[src/rtl/ft2232h_tx_fifo_if.sv]
`default_nettype none
// ============================================================================
//  Module   : ft2232h_tx_fifo_if
//  Purpose  : Bundles the upstream valid/ready stream and the FT245-style
//             synchronous FIFO bus (TXE#/WR#/data/SIWU#) of ft2232h_tx_fifo.
//  Ports    : in_data/in_valid/in_ready - upstream word stream
//             txe_n/wr_n/data_out/siwu_n - FT2232H pad-side bus
//  Modports : slave  - the transmitter block
//             master - everything around it (upstream source and device)
//  Revision : 1.0 - initial release
// ============================================================================
interface ft2232h_tx_fifo_if #(
  parameter int DATA_WIDTH = 8
);
  logic [DATA_WIDTH-1:0] in_data;
  logic                  in_valid;
  logic                  in_ready;
  logic                  txe_n;
  logic                  wr_n;
  logic [DATA_WIDTH-1:0] data_out;
  logic                  siwu_n;

  modport slave (
    input  in_data, in_valid, txe_n,
    output in_ready, wr_n, data_out, siwu_n
  );

  modport master (
    output in_data, in_valid, txe_n,
    input  in_ready, wr_n, data_out, siwu_n
  );
endinterface
`default_nettype wire

[src/rtl/ft2232h_tx_fifo.sv]
`default_nettype none
// ============================================================================
//  Module   : ft2232h_tx_fifo
//  Purpose  : Buffers an upstream valid/ready stream in a DEPTH-entry FIFO
//             plus one output register and drains it onto the FT2232H
//             synchronous FIFO bus, one word per CLKOUT edge, honouring TXE#.
//  Ports    : clk      - FT2232H CLKOUT, rising edge
//             reset_n  - asynchronous active-low reset
//             enable   - 1 allows bus writes, 0 holds the bus idle
//             bus      - ft2232h_tx_fifo_if.slave (stream + pad bus)
//             level    - words held (FIFO + output stage), registered
//  Options  : `define FT2232H_TX_SIWU_EN builds the SIWU# flush generator;
//             otherwise siwu_n is tied high.
//  Revision : 1.0 - initial release
// ============================================================================
module ft2232h_tx_fifo #(
  parameter int DATA_WIDTH = 8,
  parameter int DEPTH      = 16,
  parameter int FLUSH_IDLE = 16
) (
  input  logic                   clk,
  input  logic                   reset_n,
  input  logic                   enable,
  ft2232h_tx_fifo_if.slave       bus,
  output logic [$clog2(DEPTH):0] level
);

  localparam int c_ADDR_W = $clog2(DEPTH);
  localparam int c_LVL_W  = c_ADDR_W + 1;
  localparam logic [c_LVL_W-1:0] c_CAP = c_LVL_W'(DEPTH + 1);

  // "Loaded" is resolved on the load edge itself: a freshly loaded word goes
  // straight to WRITE or HOLD depending on enable, so LOADED is never resident.
  localparam logic [1:0] c_ST_IDLE  = 2'd0;
  localparam logic [1:0] c_ST_WRITE = 2'd1;
  localparam logic [1:0] c_ST_HOLD  = 2'd2;

  logic [DATA_WIDTH-1:0] r_mem [DEPTH];
  logic [c_ADDR_W:0]     r_wr_ptr;
  logic [c_ADDR_W:0]     r_wr_ptr_vis;
  logic [c_ADDR_W:0]     r_rd_ptr;
  logic [1:0]            r_state;
  logic                  r_wr_n;
  logic [DATA_WIDTH-1:0] r_data_out;
  logic [c_LVL_W-1:0]    r_level;
  logic                  r_in_ready;

  logic [1:0]            w_state_next;
  logic                  w_wr_n_next;
  logic                  w_out_valid;
  logic                  w_push;
  logic                  w_xfer;
  logic                  w_fifo_avail;
  logic                  w_load;
  logic [c_LVL_W-1:0]    w_level_next;

  // The output stage holds a word in every state except IDLE.
  assign w_out_valid  = (r_state != c_ST_IDLE);
  assign w_push       = bus.in_valid & r_in_ready;
  assign w_xfer       = ~r_wr_n & ~bus.txe_n;
  // The read side sees the write pointer one clk late, which gives the
  // two-clk push-to-bus latency and keeps the head read off the word being
  // written on the same edge.
  assign w_fifo_avail = (r_wr_ptr_vis != r_rd_ptr);
  assign w_load       = w_fifo_avail & (~w_out_valid | w_xfer);
  assign w_level_next = r_level + {{c_ADDR_W{1'b0}}, w_push}
                                - {{c_ADDR_W{1'b0}}, w_xfer};

  // Storage array carries no reset; pointers alone define its contents.
  always_ff @(posedge clk) begin
    if (w_push) begin
      r_mem[r_wr_ptr[c_ADDR_W-1:0]] <= bus.in_data;
    end
  end

  // State register plus the registered bus-side outputs.
  always_ff @(posedge clk or negedge reset_n) begin
    if (!reset_n) begin
      r_state      <= c_ST_IDLE;
      r_wr_n       <= 1'b1;
      r_data_out   <= '0;
      r_level      <= '0;
      r_in_ready   <= 1'b0;
      r_wr_ptr     <= '0;
      r_wr_ptr_vis <= '0;
      r_rd_ptr     <= '0;
    end else begin
      r_state      <= w_state_next;
      r_wr_n       <= w_wr_n_next;
      r_level      <= w_level_next;
      r_in_ready   <= (w_level_next < c_CAP);
      r_wr_ptr_vis <= r_wr_ptr;
      if (w_push) begin
        r_wr_ptr <= r_wr_ptr + 1'b1;
      end
      if (w_load) begin
        r_rd_ptr   <= r_rd_ptr + 1'b1;
        r_data_out <= r_mem[r_rd_ptr[c_ADDR_W-1:0]];
      end
    end
  end

  // Next-state logic.
  always_comb begin
    w_state_next = r_state;
    case (r_state)
      c_ST_IDLE: begin
        if (w_load) begin
          w_state_next = enable ? c_ST_WRITE : c_ST_HOLD;
        end
      end
      c_ST_WRITE: begin
        // A transfer on the edge enable drops still completes; only the
        // following word is held back.
        if (w_xfer && !w_load) begin
          w_state_next = c_ST_IDLE;
        end else if (!enable) begin
          w_state_next = c_ST_HOLD;
        end
      end
      c_ST_HOLD: begin
        if (enable) begin
          w_state_next = c_ST_WRITE;
        end
      end
      default: w_state_next = c_ST_IDLE;
    endcase
  end

  // Output logic: WR# is asserted for exactly the cycles spent in WRITE.
  always_comb begin
    w_wr_n_next = (w_state_next != c_ST_WRITE);
  end

  assign bus.wr_n     = r_wr_n;
  assign bus.data_out = r_data_out;
  assign bus.in_ready = r_in_ready;
  assign level        = r_level;

`ifdef FT2232H_TX_SIWU_EN
  localparam int c_CNT_W = $clog2(FLUSH_IDLE + 1);

  logic [c_CNT_W-1:0] r_idle_cnt;
  logic               r_armed;
  logic               r_siwu_n;

  // One SIWU# pulse per burst: armed by a transfer, fired after FLUSH_IDLE
  // consecutive empty, push-free clks, then disarmed until the next transfer.
  always_ff @(posedge clk or negedge reset_n) begin
    if (!reset_n) begin
      r_idle_cnt <= '0;
      r_armed    <= 1'b0;
      r_siwu_n   <= 1'b1;
    end else begin
      r_siwu_n <= 1'b1;
      if (w_xfer) begin
        r_armed <= 1'b1;
      end
      if (w_push || (r_level != '0)) begin
        r_idle_cnt <= '0;
      end else if (r_armed) begin
        if (r_idle_cnt == c_CNT_W'(FLUSH_IDLE - 1)) begin
          r_siwu_n   <= 1'b0;
          r_armed    <= 1'b0;
          r_idle_cnt <= '0;
        end else begin
          r_idle_cnt <= r_idle_cnt + 1'b1;
        end
      end
    end
  end

  assign bus.siwu_n = r_siwu_n;
`else
  assign bus.siwu_n = 1'b1;
`endif

endmodule
`default_nettype wire

[src/flat_wrapper.sv]
// flat-port wrapper written by rule: the top's interface ports become plain ports
module ft2232h_tx_fifo_flat 
#(
  parameter int DATA_WIDTH = 8,
  parameter int DEPTH      = 16,
  parameter int FLUSH_IDLE = 16
)
  (clk, reset_n, enable, level, bus_in_data, bus_in_valid, bus_txe_n, bus_in_ready, bus_wr_n, bus_data_out, bus_siwu_n);
  ft2232h_tx_fifo_if #(.DATA_WIDTH(DATA_WIDTH)) bus_i ();
  input  logic clk;
  input  logic reset_n;
  input  logic enable;
  output logic [$clog2(DEPTH):0] level;
  input wire logic [$bits(bus_i.in_data)-1:0] bus_in_data;
  input wire logic [$bits(bus_i.in_valid)-1:0] bus_in_valid;
  input wire logic [$bits(bus_i.txe_n)-1:0] bus_txe_n;
  output wire logic [$bits(bus_i.in_ready)-1:0] bus_in_ready;
  output wire logic [$bits(bus_i.wr_n)-1:0] bus_wr_n;
  output wire logic [$bits(bus_i.data_out)-1:0] bus_data_out;
  output wire logic [$bits(bus_i.siwu_n)-1:0] bus_siwu_n;
  assign bus_i.in_data = bus_in_data;
  assign bus_i.in_valid = bus_in_valid;
  assign bus_i.txe_n = bus_txe_n;
  assign bus_in_ready = bus_i.in_ready;
  assign bus_wr_n = bus_i.wr_n;
  assign bus_data_out = bus_i.data_out;
  assign bus_siwu_n = bus_i.siwu_n;
  ft2232h_tx_fifo #(.DATA_WIDTH(DATA_WIDTH), .DEPTH(DEPTH), .FLUSH_IDLE(FLUSH_IDLE)) u_core (.clk(clk), .reset_n(reset_n), .enable(enable), .bus(bus_i), .level(level));
endmodule
[config.mk]
export PLATFORM = sky130hd
export DESIGN_NAME = ft2232h_tx_fifo_flat
export DESIGN_NICKNAME = d
export VERILOG_FILES = /design/src/rtl/ft2232h_tx_fifo_if.sv /design/src/rtl/ft2232h_tx_fifo.sv /design/src/flat_wrapper.sv
export SDC_FILE = /design/constraint.sdc
export NUM_CORES = 1
export LEC_CHECK = 0
export ABC_CLOCK_PERIOD_IN_PS = 6660
export BUFFER_PORTS_ARGS = -buffer_cell sky130_fd_sc_hd__buf_2
export CORE_MARGIN = 2
export CORE_UTILIZATION = 50
export DETAILED_ROUTE_END_ITERATION = 16
export PLACE_DENSITY = 0.67
export SKIP_CTS_REPAIR_TIMING = 1
export SLEW_MARGIN = 20
export SYNTH_ARGS = -nofsm -noshare
export SYNTH_HDL_FRONTEND = slang
export SYNTH_SLANG_ARGS = --single-unit
[constraint.sdc]
create_clock -name clk -period 6.66 [get_ports clk]
set_input_delay 0.999 -clock clk [delete_from_list [all_inputs] [get_ports clk]]
set_output_delay 0.999 -clock clk [all_outputs]
set_load 0.02 [all_outputs]
==> Word-level counts from Yosys, hierarchy flattened <==
Memory sizes are Yosys's and may differ from the RTL's. A register that Yosys moved wholly into a read port is not among the register bits.
Index checks and enable logic that the tools add are counted.
{ "word_totals": {"ramBits": 128, "elab_cells": 37, "ff_bits": 24, "inputBits": 13, "mem_count": 1, "output_inout_bits": 16} }
{ "op_classes": {"bitwise_logic": 7, "n_lt_le_gt_ge": 1, "reduce_logical": 5, "n_addsub": 4, "muxes": 8, "n_eq_ne": 4} }
{ "mem_list": {"columns": ["memory", "depth", "width", "rd", "rd_ports_with_merged_regs", "write_ports", "line", "text"], "rows": [
  ["u_core.r_mem", 16, 8, 1, 1, 1, "ft2232h_tx_fifo.sv:38", "logic [DATA_WIDTH-1:0] r_mem [DEPTH];"]
]} }
{ "op_table": {"columns": ["op", "count"], "rows": [
  ["5-bit by 1-bit adder with 5-bit output (second input constant)", 2],
  ["2-bit 2-to-1 mux", 5],
  ["2-bit case mux with 3 select lines", 1],
  ["5-bit by 1-bit adder with 5-bit output", 1],
  ["5-bit < comparator (second input constant)", 1],
  ["5-bit inequality test", 1],
  ["5-bit by 1-bit subtractor with 5-bit output", 1],
  ["1-bit bitwise AND", 3],
  ["1-bit NOT", 3],
  ["2-bit by 1-bit == test with 1-bit output (second input constant)", 1],
  ["2-bit == test (second input constant)", 1],
  ["1-bit zero test", 2],
  ["2-bit zero test", 1],
  ["1-bit 2-to-1 mux", 2],
  ["2-bit by 1-bit inequality test with 1-bit output (second input constant)", 1],
  ["2-bit nonzero test", 1],
  ["1-bit logical AND", 1],
  ["1-bit bitwise OR", 1]
]} }

==> Logic depth before layout (Yosys ltp) <==
{ "depth": {"word_depth": 9, "mapped_depth": 9, "mapped_depth_nobuf": 9} }

==> Least setup slack after synthesis <==
No wires, ideal clock.
{ "synth_timing": {"kind": "input to register", "start": "input bus_txe_n", "end": "register u_core.r_in_ready, in the netlist u_core.bus.in_ready", "path_stages": 9, "setup_ns": 0.131, "required_ns": 6.529, "path_buffers": 0, "path_slack_ns": 4.060, "t_arrival_ns": 2.469, "cell_sequence": "nor2_1 -> ha_1 -> inv_1 -> ha_1 -> fa_1 -> a21o_1 -> a21oi_1 -> xnor2_1 -> o41ai_1"} }
{ "synth_via": {"elab_chain_len": 4} }
{ "synth_rtl": {"columns": ["item", "line", "text"], "rows": [
  ["start, declared", "flat_wrapper.sv:16", "input wire logic [$bits(bus_i.txe_n)-1:0] bus_txe_n;"],
  ["1-bit NOT", "ft2232h_tx_fifo.sv:60", "assign w_xfer = ~r_wr_n & ~bus.txe_n;"],
  ["1-bit bitwise AND", "ft2232h_tx_fifo.sv:60", null],
  ["5-bit by 1-bit subtractor with 5-bit output", "ft2232h_tx_fifo.sv:67", "- {{c_ADDR_W{1'b0}}, w_xfer};"],
  ["via u_core.w_level_next[4]", "ft2232h_tx_fifo.sv:55", "logic [c_LVL_W-1:0] w_level_next;"],
  ["5-bit < comparator", "ft2232h_tx_fifo.sv:91", "r_in_ready <= (w_level_next < c_CAP);"],
  ["end signal, assigned", "ft2232h_tx_fifo.sv:91", null],
  ["end, declared", "ft2232h_tx_fifo.sv:46", "logic r_in_ready;"]
]} }
The timed path passes the listed nets, and every way through them passes these cells.
A chain may end at the register's enable or synchronous reset.

==> Worst setup path after layout <==
Ends and elaborated chain as after synthesis.

==> flow_metrics.env <==
export IMPL_synthTopCellsByArea="edfxtp_1, dfrtp_1, mux4_1"
export IMPL_cp_slowest_cell="fa_1"
export IMPL_power_static_leakage_nw=2.752
export IMPL_crit_arrival_ps=2760
export IMPL_clk_latency_ps=420
export IMPL_synth_distinct_cells=41
export IMPL_synth_fp_nets=368
export IMPL_critPathKind="in2reg"
export IMPL_synth_top_family_by_area="multiplexers"
export IMPL_worstPathRequired_ps=6950
export IMPL_min_path_type="reg2reg"
export IMPL_synthSimpleGateAreaFrac_pct=3.711
export IMPL_finalSetupViolCount=0
export IMPL_antenna_found_initial=0
export IMPL_synth_ff_type="edfxtp_1"
export IMPL_critical_path_max_stage_delay_ps=410
export IMPL_numCtsBuffers=17
export IMPL_yosysTopAreaCell="edfxtp_1"
export IMPL_fin_util_pct=58.58
export IMPL_slew_headroom_pct=36.87
export IMPL_rsz0062_at_grt="false"
export IMPL_cp_start_kind="primary input"
export IMPL_grt_pass1_vias=3132
export IMPL_peakVddDrop_v=0.0001706
export IMPL_finClkSkew_ps=8.231
export IMPL_drtIter0Drc=294
export IMPL_cts_tree="yes"
export IMPL_tns_ps=0
export IMPL_status="complete, no violations"
export IMPL_synth_edf_count=128
export IMPL_synthMuxAreaShare_pct=14.90
export IMPL_worstSetupEndpointType="register"
export IMPL_viasPerCell=5.558
export IMPL_clock_sinks=160
export IMPL_routedWlPerCell_um=21.26
export IMPL_yosysSeqAreaShare_pct=71.04
export IMPL_wl_met3_um=645
export IMPL_finalHoldViolations=0
export IMPL_worst_slew_pin_slew_ps=946.9
export IMPL_cts_root_buf="clkbuf_16"
export IMPL_synthAdderAreaFrac_pct=2.219
export IMPL_totalWireLength_um=11970
export IMPL_dieArea_um2=14010
export IMPL_period_share_pct=37.11
export IMPL_yosys_top_cells_count="edfxtp_1, dfrtp_1, mux2i_1"
export IMPL_post_route_drc_count=0
export IMPL_synth_compound_area_share_pct=3.807
export IMPL_fin_crit_ps=2472
export IMPL_fmax_ghz=0.4046
export IMPL_clk_path_buf_depth=2
export IMPL_final_nets=402
export IMPL_clk_pin_slew_ps=60
export IMPL_coreArea_um2=12670
export IMPL_yosys_warnings=0
export IMPL_synth_area_per_cell_um2=19.01
export IMPL_crit_fanout=2
export IMPL_yosysMostFrequentCell="edfxtp_1"
export IMPL_dp_hpwl_um=7376
export IMPL_first_pass_iters=5
export IMPL_crit_chain="buf_2 -> nor2_1 -> ha_1 -> inv_1 -> ha_1 -> fa_1 -> a21o_1 -> a21oi_1 -> xnor2_1 -> o41ai_1"
export IMPL_die_width_um=118.4
export IMPL_grt_usage_pct=18.36
export IMPL_maxSlewViolCount=0
export IMPL_nFillCells=943
export IMPL_syn_inst=344
export IMPL_max_cap_violations=0
export IMPL_p_per_area_nw_per_um2=451.9
export IMPL_htree_num_levels=4
export IMPL_num_io_pins=29
export IMPL_gr_total_overflow=0
export IMPL_synth_area_um2=6540
export IMPL_m1WireLength_um=5315
export IMPL_num_antenna_cells=0
export IMPL_portBuffers=27
export IMPL_critPathMostFrequentCell="ha_1"
export IMPL_area_delta_synth_final_pct=13.49
export IMPL_wl_met2_um=5869
export IMPL_highest_layer="met4"
export IMPL_ant_nets=0
export IMPL_synth_top_area_share_pct=58.77
export IMPL_initial_core_util_pct=51.61
export IMPL_die_y_um=118.4
export IMPL_synth_async_reset_ratio_pct=20.00
export IMPL_synth_seq_cells=160
export IMPL_grt_max_degree=44
export IMPL_synthXorXnorAreaFrac_pct=2.277
export IMPL_grt_pass1_wl_um=18600
export IMPL_vias=3129
export IMPL_drive_gt1_share_pct=21.74
export IMPL_row_count=41
export IMPL_gp_congestion=0.7634
-- per-layer routing --
| metal | up-vias | global-route usage, % |
|---|---|---|
| met5 | - | 0 |
| met1 | 1605 | 26.23 |
| met4 | 0 | 7.143 |
| met2 | 84 | 27.24 |
| met3 | 10 | 4.778 |
| li1 | 1430 | - |
-- cells by family (layout without fill, tap and decap cells) --
| group | count (synthesis) | count (layout) |
|---|---|---|
| AOI/OAI and AO/OA | 29 | 29 |
| xor gates and xnor gates | 17 | 17 |
| buffers and inverters | 26 | 73 |
| other | 1 | 1 |
| adders and majority gates | 11 | 11 |
| muxes | 57 | 57 |
| DFF | 160 | 160 |
| and+or+nand+nor | 43 | 43 |
-- state kept, by name (all words and copies together) (netlist names) --
register             count
u_core.bus.data_out      8
u_core.bus.in_ready      1
u_core.bus.wr_n          1
u_core.level             5
u_core.r_mem           128
u_core.r_rd_ptr          5
u_core.r_state           2
u_core.r_wr_ptr          5
u_core.r_wr_ptr_vis      5
-- layout by cell type (no fill, tap or decap), types with 2 or more instances in the layout --
cell type,Yosys,routed
inv_1,12,12
nor2_1,5,5
clkbuf_16,0,17
buf_4,1,2
clkbuf_1,4,2
bufinv_16,0,4
nor2b_1,2,2
ha_1,10,10
clkinv_2,0,4
and2_1,12,12
buf_2,5,27
a22o_1,8,8
a21o_1,2,2
dfrtp_1,31,30
nand2b_1,8,8
nand3_1,2,2
mux2i_1,16,16
mux2_4,7,7
mux4_2,9,9
mux4_1,15,15
a221oi_1,8,8
and3_1,5,5
xor2_1,10,10
a21oi_1,2,2
clkinv_1,0,3
mux2_2,9,9
a211oi_1,2,2
edfxtp_1,128,128
nand2_1,6,6
o311a_1,2,2
xnor2_1,7,7
-- critical path, delay by kind of cell --
| kind | cells | cell delay (ps) |
|---|---|---|
| adder cells (fa/ha/maj) | 3 | 790 |
| AO/OA/AOI/OAI | 3 | 460 |
| AND/OR/NAND/NOR | 1 | 210 |
| XOR/XNOR | 1 | 170 |
| buffers and inverters | 2 | 140 |
-- per-stage QoR --
stage | hold slack, ps | power [mW] | setup slack, ps | instances | area, µm²
final | 389.9 | 3.354 | 4188 | 563 | 7422
after CTS | 390.5 | 3.383 | 4171 | 563 | 7422
after global placement | 383.0 | 2.367 | 3839 | 531 | 6822
after floorplan | 371.8 | 2.129 | 4060 | 344 | 6540
after detailed placement | 378.6 | 2.391 | 3742 | 531 | 6822
after global routing | 396.4 | 3.521 | 4047 | 563 | 7422
-- cell type report --
class | count | area [µm²] | share of cell area (%)
multi-input combinational | 158 | 1764 | 23.77
sequential | 160 | 4647 | 62.61
timing repair buffer | 29 | 150.1 | 2.023
tap | 172 | 215.2 | 2.900
inverter | 12 | 45.04 | 0.6069
clock inverter | 13 | 167.7 | 2.259
clock buffer | 19 | 432.9 | 5.833
-- report_power, final --
group / switching [mW] / internal, mW
Sequential: 0.120 / 1.23
Combinational: 0.530 / 0.481
Clock: 0.368 / 0.621
-- path summary, 6_finish.rpt --
| kind | start | end | slack [ps] | depth (start not counted) |
|---|---|---|---|---|
| max | bus_txe_n | u_core.bus.in_ready$_DFF_PN0_ | 4190 | 10 |
| min | u_core.r_wr_ptr[4]$_DFFE_PN0N_ | u_core.r_wr_ptr_vis[4]$_DFF_PN0_ | 390 | 0 |
| max reg2reg | u_core.r_rd_ptr[1]$_DFFE_PN0P_ | u_core.bus.data_out[3]$_DFFE_PN0P_ | 4280 | 5 |
| min reg2reg | u_core.r_wr_ptr[4]$_DFFE_PN0N_ | u_core.r_wr_ptr_vis[4]$_DFF_PN0_ | 390 | 0 |
| max in group asynchronous | reset_n | u_core.r_rd_ptr[2]$_DFFE_PN0P_ | 5530 | 1 |
| min in group asynchronous | reset_n | u_core.r_rd_ptr[3]$_DFFE_PN0P_ | 630 | 1 |
Power figures use the tool's default switching activity.
